## src/rtl/bist_pkg.sv

```systemverilog
// Shared definitions for the BIST sequencing controller.
//   state_t    : controller state encoding (3-bit binary)
//   term_count : all-ones terminal value of a counter of a given width
package bist_pkg;

  typedef enum logic [2:0] {
    ST_IDLE   = 3'd0,
    ST_INIT   = 3'd1,
    ST_RUN    = 3'd2,
    ST_TOGGLE = 3'd3,
    ST_FINISH = 3'd4
  } state_t;

  function automatic int unsigned term_count(input int unsigned w);
    if (w >= 32) return 32'hFFFF_FFFF;
    return (32'd1 << w) - 32'd1;
  endfunction

endpackage

```

## src/rtl/bist_addr_counter.sv

```systemverilog
// Up-counter with synchronous clear, count enable and terminal-count flag.
// Ports:
//   clk, reset : clock, asynchronous active-high reset
//   clr        : synchronous clear (has priority over en)
//   en         : count enable, wraps naturally at 2^CNT_W
//   q          : current count
//   tc         : high while q equals LAST
module bist_addr_counter
  import bist_pkg::*;
#(
  parameter int unsigned      CNT_W = 4,
  parameter logic [CNT_W-1:0] LAST  = CNT_W'(term_count(CNT_W))
) (
  input  logic             clk,
  input  logic             reset,
  input  logic             clr,
  input  logic             en,
  output logic [CNT_W-1:0] q,
  output logic             tc
);

  always_ff @(posedge clk or posedge reset) begin
    if (reset) begin
      q <= '0;
    end else if (clr) begin
      q <= '0;
    end else if (en) begin
      q <= q + CNT_W'(1);
    end
  end

  assign tc = (q == LAST);

endmodule

```

## src/rtl/bist_seq_controller.sv

```systemverilog
// BIST sequencing controller: on start runs INIT, then N_PASSES passes over
// a 2^CNT_W vector address space separated by one-cycle TOGGLE strobes, then
// a one-cycle FINISH strobe, and latches a sticky bist_end flag.
// Ports:
//   clk, reset : clock, asynchronous active-high reset
//   start      : session request (honoured only in IDLE)
//   init, running, toggle, finish : registered phase strobes
//   bist_end   : sticky done flag, cleared when the next session starts
//   busy       : high in every state except IDLE
//   cnt        : vector address, valid while running
//   pass_idx   : current pass number, 0-based
// Optional (macro BIST_ABORT_EN):
//   abort      : abandons the session from INIT, RUN or TOGGLE
//   aborted    : sticky abort flag, cleared on the next accepted start
module bist_seq_controller
  import bist_pkg::*;
#(
  parameter int unsigned CNT_W       = 4,
  parameter int unsigned N_PASSES    = 2,
  parameter int unsigned INIT_CYCLES = 1,
  parameter int unsigned PASS_W      = 1
) (
  input  logic              clk,
  input  logic              reset,
  input  logic              start,
  output logic              init,
  output logic              running,
  output logic              toggle,
  output logic              finish,
  output logic              bist_end,
  output logic              busy,
  output logic [CNT_W-1:0]  cnt,
  output logic [PASS_W-1:0] pass_idx
`ifdef BIST_ABORT_EN
  ,
  input  logic              abort,
  output logic              aborted
`endif
);

  localparam int unsigned       INIT_W    = (INIT_CYCLES > 1) ? $clog2(INIT_CYCLES) : 1;
  localparam logic [INIT_W-1:0] INIT_LAST = INIT_W'(INIT_CYCLES - 1);
  localparam logic [PASS_W-1:0] LAST_PASS = PASS_W'(N_PASSES - 1);

  state_t            state;
  state_t            nxt;
  logic              init_tc;
  logic              cnt_tc;
  logic              abort_hit;
  // Only the terminal flag of the INIT counter matters.
  logic [INIT_W-1:0] init_q_unused;

  bist_addr_counter #(
    .CNT_W (CNT_W)
  ) u_addr_cnt (
    .clk   (clk),
    .reset (reset),
    .clr   (state != ST_RUN),
    .en    (state == ST_RUN),
    .q     (cnt),
    .tc    (cnt_tc)
  );

  bist_addr_counter #(
    .CNT_W (INIT_W),
    .LAST  (INIT_LAST)
  ) u_init_cnt (
    .clk   (clk),
    .reset (reset),
    .clr   (state != ST_INIT),
    .en    (state == ST_INIT),
    .q     (init_q_unused),
    .tc    (init_tc)
  );

`ifdef BIST_ABORT_EN
  assign abort_hit = abort &&
                     ((state == ST_INIT) || (state == ST_RUN) || (state == ST_TOGGLE));
`else
  assign abort_hit = 1'b0;
`endif

  always_comb begin
    nxt = state;
    case (state)
      ST_IDLE:   if (start) nxt = ST_INIT;
      ST_INIT: begin
        if (abort_hit)    nxt = ST_IDLE;
        else if (init_tc) nxt = ST_RUN;
      end
      ST_RUN: begin
        if (abort_hit)   nxt = ST_IDLE;
        else if (cnt_tc) nxt = (pass_idx == LAST_PASS) ? ST_FINISH : ST_TOGGLE;
      end
      ST_TOGGLE: nxt = abort_hit ? ST_IDLE : ST_RUN;
      ST_FINISH: nxt = ST_IDLE;
      default:   nxt = ST_IDLE;
    endcase
  end

  // Strobes are registered from the next-state decode so that they are
  // aligned with the state they describe and never see an input directly.
  always_ff @(posedge clk or posedge reset) begin
    if (reset) begin
      state    <= ST_IDLE;
      init     <= 1'b0;
      running  <= 1'b0;
      toggle   <= 1'b0;
      finish   <= 1'b0;
      busy     <= 1'b0;
      bist_end <= 1'b0;
      pass_idx <= '0;
    end else begin
      state   <= nxt;
      init    <= (nxt == ST_INIT);
      running <= (nxt == ST_RUN);
      toggle  <= (nxt == ST_TOGGLE);
      finish  <= (nxt == ST_FINISH);
      busy    <= (nxt != ST_IDLE);
      if (state == ST_IDLE && nxt == ST_INIT) begin
        pass_idx <= '0;
      end else if (nxt == ST_TOGGLE) begin
        pass_idx <= pass_idx + PASS_W'(1);
      end
      if (state == ST_IDLE && nxt == ST_INIT) begin
        bist_end <= 1'b0;
      end else if (state == ST_FINISH) begin
        bist_end <= 1'b1;
      end
    end
  end

`ifdef BIST_ABORT_EN
  always_ff @(posedge clk or posedge reset) begin
    if (reset) begin
      aborted <= 1'b0;
    end else if (state == ST_IDLE && nxt == ST_INIT) begin
      aborted <= 1'b0;
    end else if (abort_hit) begin
      aborted <= 1'b1;
    end
  end
`endif

endmodule

```

## config.mk

```make
export PLATFORM = sky130hd
export DESIGN_NAME = bist_seq_controller
export DESIGN_NICKNAME = d
export VERILOG_FILES = /design/src/rtl/bist_pkg.sv /design/src/rtl/bist_addr_counter.sv /design/src/rtl/bist_seq_controller.sv
export SDC_FILE = /design/constraint.sdc
export NUM_CORES = 1
export LEC_CHECK = 0
export CAP_MARGIN = 10
export CORE_MARGIN = 10
export CORE_UTILIZATION = 33
export DETAILED_ROUTE_END_ITERATION = 10
export MAX_ROUTING_LAYER = met4
export SLEW_MARGIN = 20
export SYNTH_ARGS = -nofsm -noshare
export SYNTH_HDL_FRONTEND = slang
export SYNTH_SLANG_ARGS = --single-unit
export TNS_END_PERCENT = 1
```

## constraint.sdc

```tcl
create_clock -name clk -period 1.78 [get_ports clk]
set_clock_uncertainty 0.05 [all_clocks]
set_input_delay 0.178 -clock clk [delete_from_list [all_inputs] [get_ports clk]]
set_output_delay 0.178 -clock clk [all_outputs]
set_load 0.01 [all_outputs]
```

# ---- Yosys cells after proc, flatten, opt, wreduce, memory -nomap -nowiden
# Index checks and enable logic that the tools add are counted.
dict set report totals {
  regBits 15
  latch_bits 0
  ram_bits 0
  rom_bits 0
  inputBits 3
  out_inout_bits 11
  wordCells 44
  mem_count 0
}
dict set report classes {
  addsub 3
  mul 0
  n_div 0
  magnitude_cmp 0
  n_eq_ne 11
  n_shift 0
  muxes 13
  bitwise 0
  n_reduce_logical 7
}
# cell count
set ops {}
lappend ops {{3-bit by 2-bit equality test with 1-bit output, second input constant} 4}
lappend ops {{3-bit two-way mux} 4}
lappend ops {{3-bit case mux with 4 select lines} 1}
lappend ops {{4-bit two-way mux} 2}
lappend ops {{2-bit nonzero test} 4}
lappend ops {{3-bit by 1-bit equality test with 1-bit output, second input constant} 2}
lappend ops {{3-bit equality test, second input constant} 2}
lappend ops {{1-bit two-way mux} 6}
lappend ops {{4-bit by 1-bit adder with 4-bit output, second input constant} 1}
lappend ops {{4-bit equality test, second input constant} 1}
lappend ops {{3-bit logical NOT} 1}
lappend ops {{3-bit by 1-bit != test with 1-bit output, second input constant} 1}
lappend ops {{3-bit by 2-bit != test with 1-bit output, second input constant} 1}
lappend ops {{3-bit nonzero test} 1}
lappend ops {{1-bit adder, second input constant} 2}
lappend ops {{1-bit logical AND} 1}

# ---- Depth between registers and ports, before layout
dict set report logic_depth {
  word_depth 6
  mapped_depth 4
}

# ---- Hierarchy
# A second synthesis with hierarchy kept.
dict set report unflattened {
  cells_unflattened 61
  area_unflattened_um2 664.4
}
# mod n_inst cells_per_inst area_per_inst_um2 seq_area_each_um2
set by_module_without_submodules {}
lappend by_module_without_submodules {bist_seq_controller 1 38 416.6 250.2}
lappend by_module_without_submodules {{bist_addr_counter at u_addr_cnt} 1 18 202.7 100.1}
lappend by_module_without_submodules {{bist_addr_counter at u_init_cnt} 1 5 45.0 25.0}

# ---- Worst setup path after synthesis
# No wires, ideal clock.
dict set report synth_timing {
  kind {reg-to-reg}
  startpoint {register state[2]}
  endpoint {register state[0]}
  setup_ps 75
  arrival_ps 1220
  slack_ps 434
  path_stages_with_launch 5
  n_path_buf 1
  period_less_slack_ps 1346
  cell_sequence {dfrtp_1 > clkbuf_2 > or3b_4 > or2_4 > o21bai_2}
}
dict set report synth_via {
  elab_chain_cells 2
  elab_cells_between_ends 5
}
# element line_no
set synth_lines {}
lappend synth_lines {{start, declared} bist_seq_controller.sv:45} ;# state_t state;
lappend synth_lines {{start signal, assigned} bist_seq_controller.sv:114} ;# state <= nxt;
lappend synth_lines {{3-bit by 2-bit equality test with 1-bit output (tied with other cells)} bist_seq_controller.sv:85} ;# case (state)
lappend synth_lines {{3-bit case mux with 4 select lines *} bist_seq_controller.sv:85}
lappend synth_lines {{via nxt[0]} bist_seq_controller.sv:46} ;# state_t nxt;
# The timed path passes the listed nets; every way through them passes the cells marked *.
# A chain may end at the register's enable or synchronous reset.

# ---- Final worst setup path
dict set report layout_timing {
  startpoint {register pass_idx}
  endpoint {output pass_idx}
}
# element line_no
set layout_lines {}
lappend layout_lines {{start, declared} bist_seq_controller.sv:33} ;# output logic [PASS_W-1:0] pass_idx
lappend layout_lines {{start signal, assigned} bist_seq_controller.sv:123} ;# pass_idx <= pass_idx + PASS_W'(1);
# No word-level cell between the ends.

==> flow_summary.json <==
{
  "outcome": "completed",
  "drtAntennaViolNets": 0,
  "design.die.area_um2": 3810,
  "sinks_on_the_clock_net": 15,
  "cts_max_path_buffers": 2,
  "totalWireLength_um": 1050,
  "crit_path_cell_trace": "clkdlybuf4s50_1",
  "postLayoutCellArea_um2": 748,
  "ys_types": 20,
  "gp_congestion": 0.699,
  "max_cap_viol_count": 0,
  "setup_slack_ns": 0.269,
  "worst_path_largest_cell_delay_ns": 0.57,
  "syn-mean-instance-area_um2": 11.7,
  "power.total_mw": 1.16,
  "post_route_core_utilization": 0.443,
  "reg2reg_depth": 3,
  "leakagePower_nw": 0.338,
  "holdCritPathClass": "in -> async",
  "end_kind": "primary output",
  "cp_data_required_time_ns": 1.55,
  "areaGrowthSynthToFinish_pct": 30.0,
  "pre_cts_ws_ns": 0.402,
  "route.detailed.vias_per_inst": 4.85,
  "critical_path_class": "reg -> out",
  "power_per_cell_area_nw_per_um2": 1550,
  "worst-slew-pin-transition_ns": 0.531,
  "globalRouteTotalUtil": 0.0624,
  "setup_viol_count_final": 0,
  "setup-tns-final_ns": 0,
  "buffers_plus_inverters_on_the_worst_setup_path": 1,
  "rsz_0062_raised_after_global_routing": "false",
  "synth-seq-cells": 15,
  "clock_transition_at_the_registers_of_the_reported_paths_ns": 0.08,
  "post_cts_buffers": 0,
  "drc": 0,
  "vias_in_the_first_global_route": 378,
  "core_region_area_um2": 1690,
  "cts_resized": 0,
  "worstPathMaxFanout": 5,
  "start_util": 0.341,
  "num_antenna_cells": 0,
  "period_needed_ns": 1.51,
  "finalHoldViolations": 0,
  "tritoncts_clock_tree": "done",
  "design.final.nets": 70,
  "row_count": 15,
  "place.port_buffers": 13,
  "timing.critical_path.arrival_ns": 1.28,
  "cts-root-buf": "clkbuf_4",
  "critical_path_cell_with_the_highest_stage_delay": "clkdlybuf4s50_1",
  "largest_net_degree_at_the_start_of_global_routing": 16,
  "max_freq_mhz": 662,
  "grt_overflow": 0,
  "fraction_of_final_layout_cells_sized_beyond_drive_strength_1": 0.0923,
  "syn_nets": 53,
  "drt_pass1_iterations": 4,
  "boundaryPins": 14,
  "post-place-cells": 78,
  "insertion_delay_ns": 0.29,
  "start_kind": "register",
  "slew-limit-headroom": 0.646,
  "drt_first_iter_violations": 7,
  "worst_hold_slack_ns": 0.176,
  "critical_path.top_delay_family": "buffers and inverters",
  "postSynthCellCount": 49,
  "global_route_wire_length_before_repair_um": 1640,
  "timing_max_transition_violations_final": 0,
  "ys.warnings.count": 0,
  "worst_ir_drop_vdd_v": 0.000637,
  "detail_route.wl_per_cell_um": 12.8,
  "post_cts_hold_buffer_count": 0,
  "placed_cell_area_um2": 722,
  "layout_worst_path_cycle_share": 0.849,
  "die_w_um": 61.8,
  "final.fill_count": 163,
  "synth.yosys.seq_area_share": 0.652,
  "place_hpwl_um": 798,
  "route.vias.total": 398,
  "cts_inserted_buffers": 3,
  "htree_num_levels": 1,
  "post_synth_instance_area_um2": 576,
  "finalNonFillerCells": 82,
  "antenna_found_initial": 0,
  "floorplan.die.height_um": 61.8,
  "cp.depth": 1
}
logic make-up (layout without fill, tap and decap cells):
logic type               Yosys count  after routing  synth area share
AND/OR/NAND/NOR                   17             17             0.146
flip-flops                        15             15             0.652
multiplexers                       1              1            0.0174
adder cells (fa/ha/maj)            1              1            0.0217
buffers and inverters              5             21            0.0348
AO/OA/AOI/OAI                      8              8            0.0978
XOR/XNOR                           2              2            0.0304
per-layer routing:
metal,wire (um),track usage
met5,0,-
met4,45,0.0573
met3,81,0.0244
met2,486,0.0937
met1,437,0.0612
area by class of cell:
type | count | area, um^2 | share of cell area
flip-flops and latches | 15 | 375 | 0.502
well taps | 17 | 21.3 | 0.0284
inverters | 4 | 15.0 | 0.0201
repair buffers | 13 | 130 | 0.174
clock buffers | 4 | 26.3 | 0.0351
multi-input cells | 29 | 180 | 0.241
flip-flops by register name (all words and copies together) (netlist names):
| name | flops |
|---|---|
| running | 1 |
| state | 3 |
| u_init_cnt.q | 1 |
| finish | 1 |
| pass_idx | 1 |
| bist_end | 1 |
| busy | 1 |
| toggle | 1 |
| u_addr_cnt.q | 4 |
| init | 1 |
cell usage after synthesis:
| cell | count | area share |
|---|---|---|
| xor2_1 | 1 | 0.015 |
| or2_4 | 1 | 0.015 |
| o41ai_1 | 1 | 0.015 |
| mux2i_1 | 1 | 0.017 |
| nand2_1 | 2 | 0.013 |
| clkbuf_2 | 1 | 0.0087 |
| inv_1 | 4 | 0.026 |
| o31ai_1 | 1 | 0.013 |
| xnor2_1 | 1 | 0.015 |
| o21bai_2 | 1 | 0.020 |
| o21ai_0 | 1 | 0.0087 |
| nor2_1 | 8 | 0.052 |
| nand2b_1 | 1 | 0.011 |
| a22o_1 | 1 | 0.015 |
| dfrtp_1 | 15 | 0.65 |
| ha_1 | 1 | 0.022 |
| or3b_4 | 1 | 0.020 |
| nor3_1 | 2 | 0.017 |
| nand3_1 | 2 | 0.017 |
| a21oi_1 | 3 | 0.026 |
layout by cell type, fill, tap and decap left out:
master,netlist,routed
a21oi_1,3,3
a22o_1,1,1
clkbuf_1,0,1
clkbuf_4,0,3
clkdlybuf4s50_1,0,13
dfrtp_1,15,15
ha_1,1,1
inv_1,4,4
mux2i_1,1,1
nand2_1,2,2
nand2b_1,1,1
nand3_1,2,2
nor2_1,8,8
nor3_1,2,2
o21ai_0,1,1
o21bai_2,1,1
o31ai_1,1,1
o41ai_1,1,1
or2_4,1,1
or3b_4,1,1
xnor2_1,1,1
xor2_1,1,1
path summary, 6_finish.rpt:
kind                                             end  slack (ns)                 startpoint
min in group clk           u_addr_cnt.q[0]$_DFF_PP0_        0.44  u_addr_cnt.q[0]$_DFF_PP0_
setup / recovery                            pass_idx        0.27       pass_idx$_DFFE_PP0P_
max in group asynchronous  u_addr_cnt.q[3]$_DFF_PP0_        1.16                      reset
setup reg to reg                  state[0]$_DFF_PP0_        0.39         state[0]$_DFF_PP0_
hold reg to reg            u_addr_cnt.q[0]$_DFF_PP0_        0.44  u_addr_cnt.q[0]$_DFF_PP0_
hold / removal                     running$_DFF_PP0_        0.18                      reset
power by group:
part	switching, mW	leakage (nW)	total, mW	internal, mW
logic	0.199	0.136	0.441	0.242
registers	0.0915	0.187	0.527	0.436
clock network	0.105	0.0150	0.192	0.0873
total	0.395	0.338	1.16	0.765
Power figures use the tool's default switching activity.
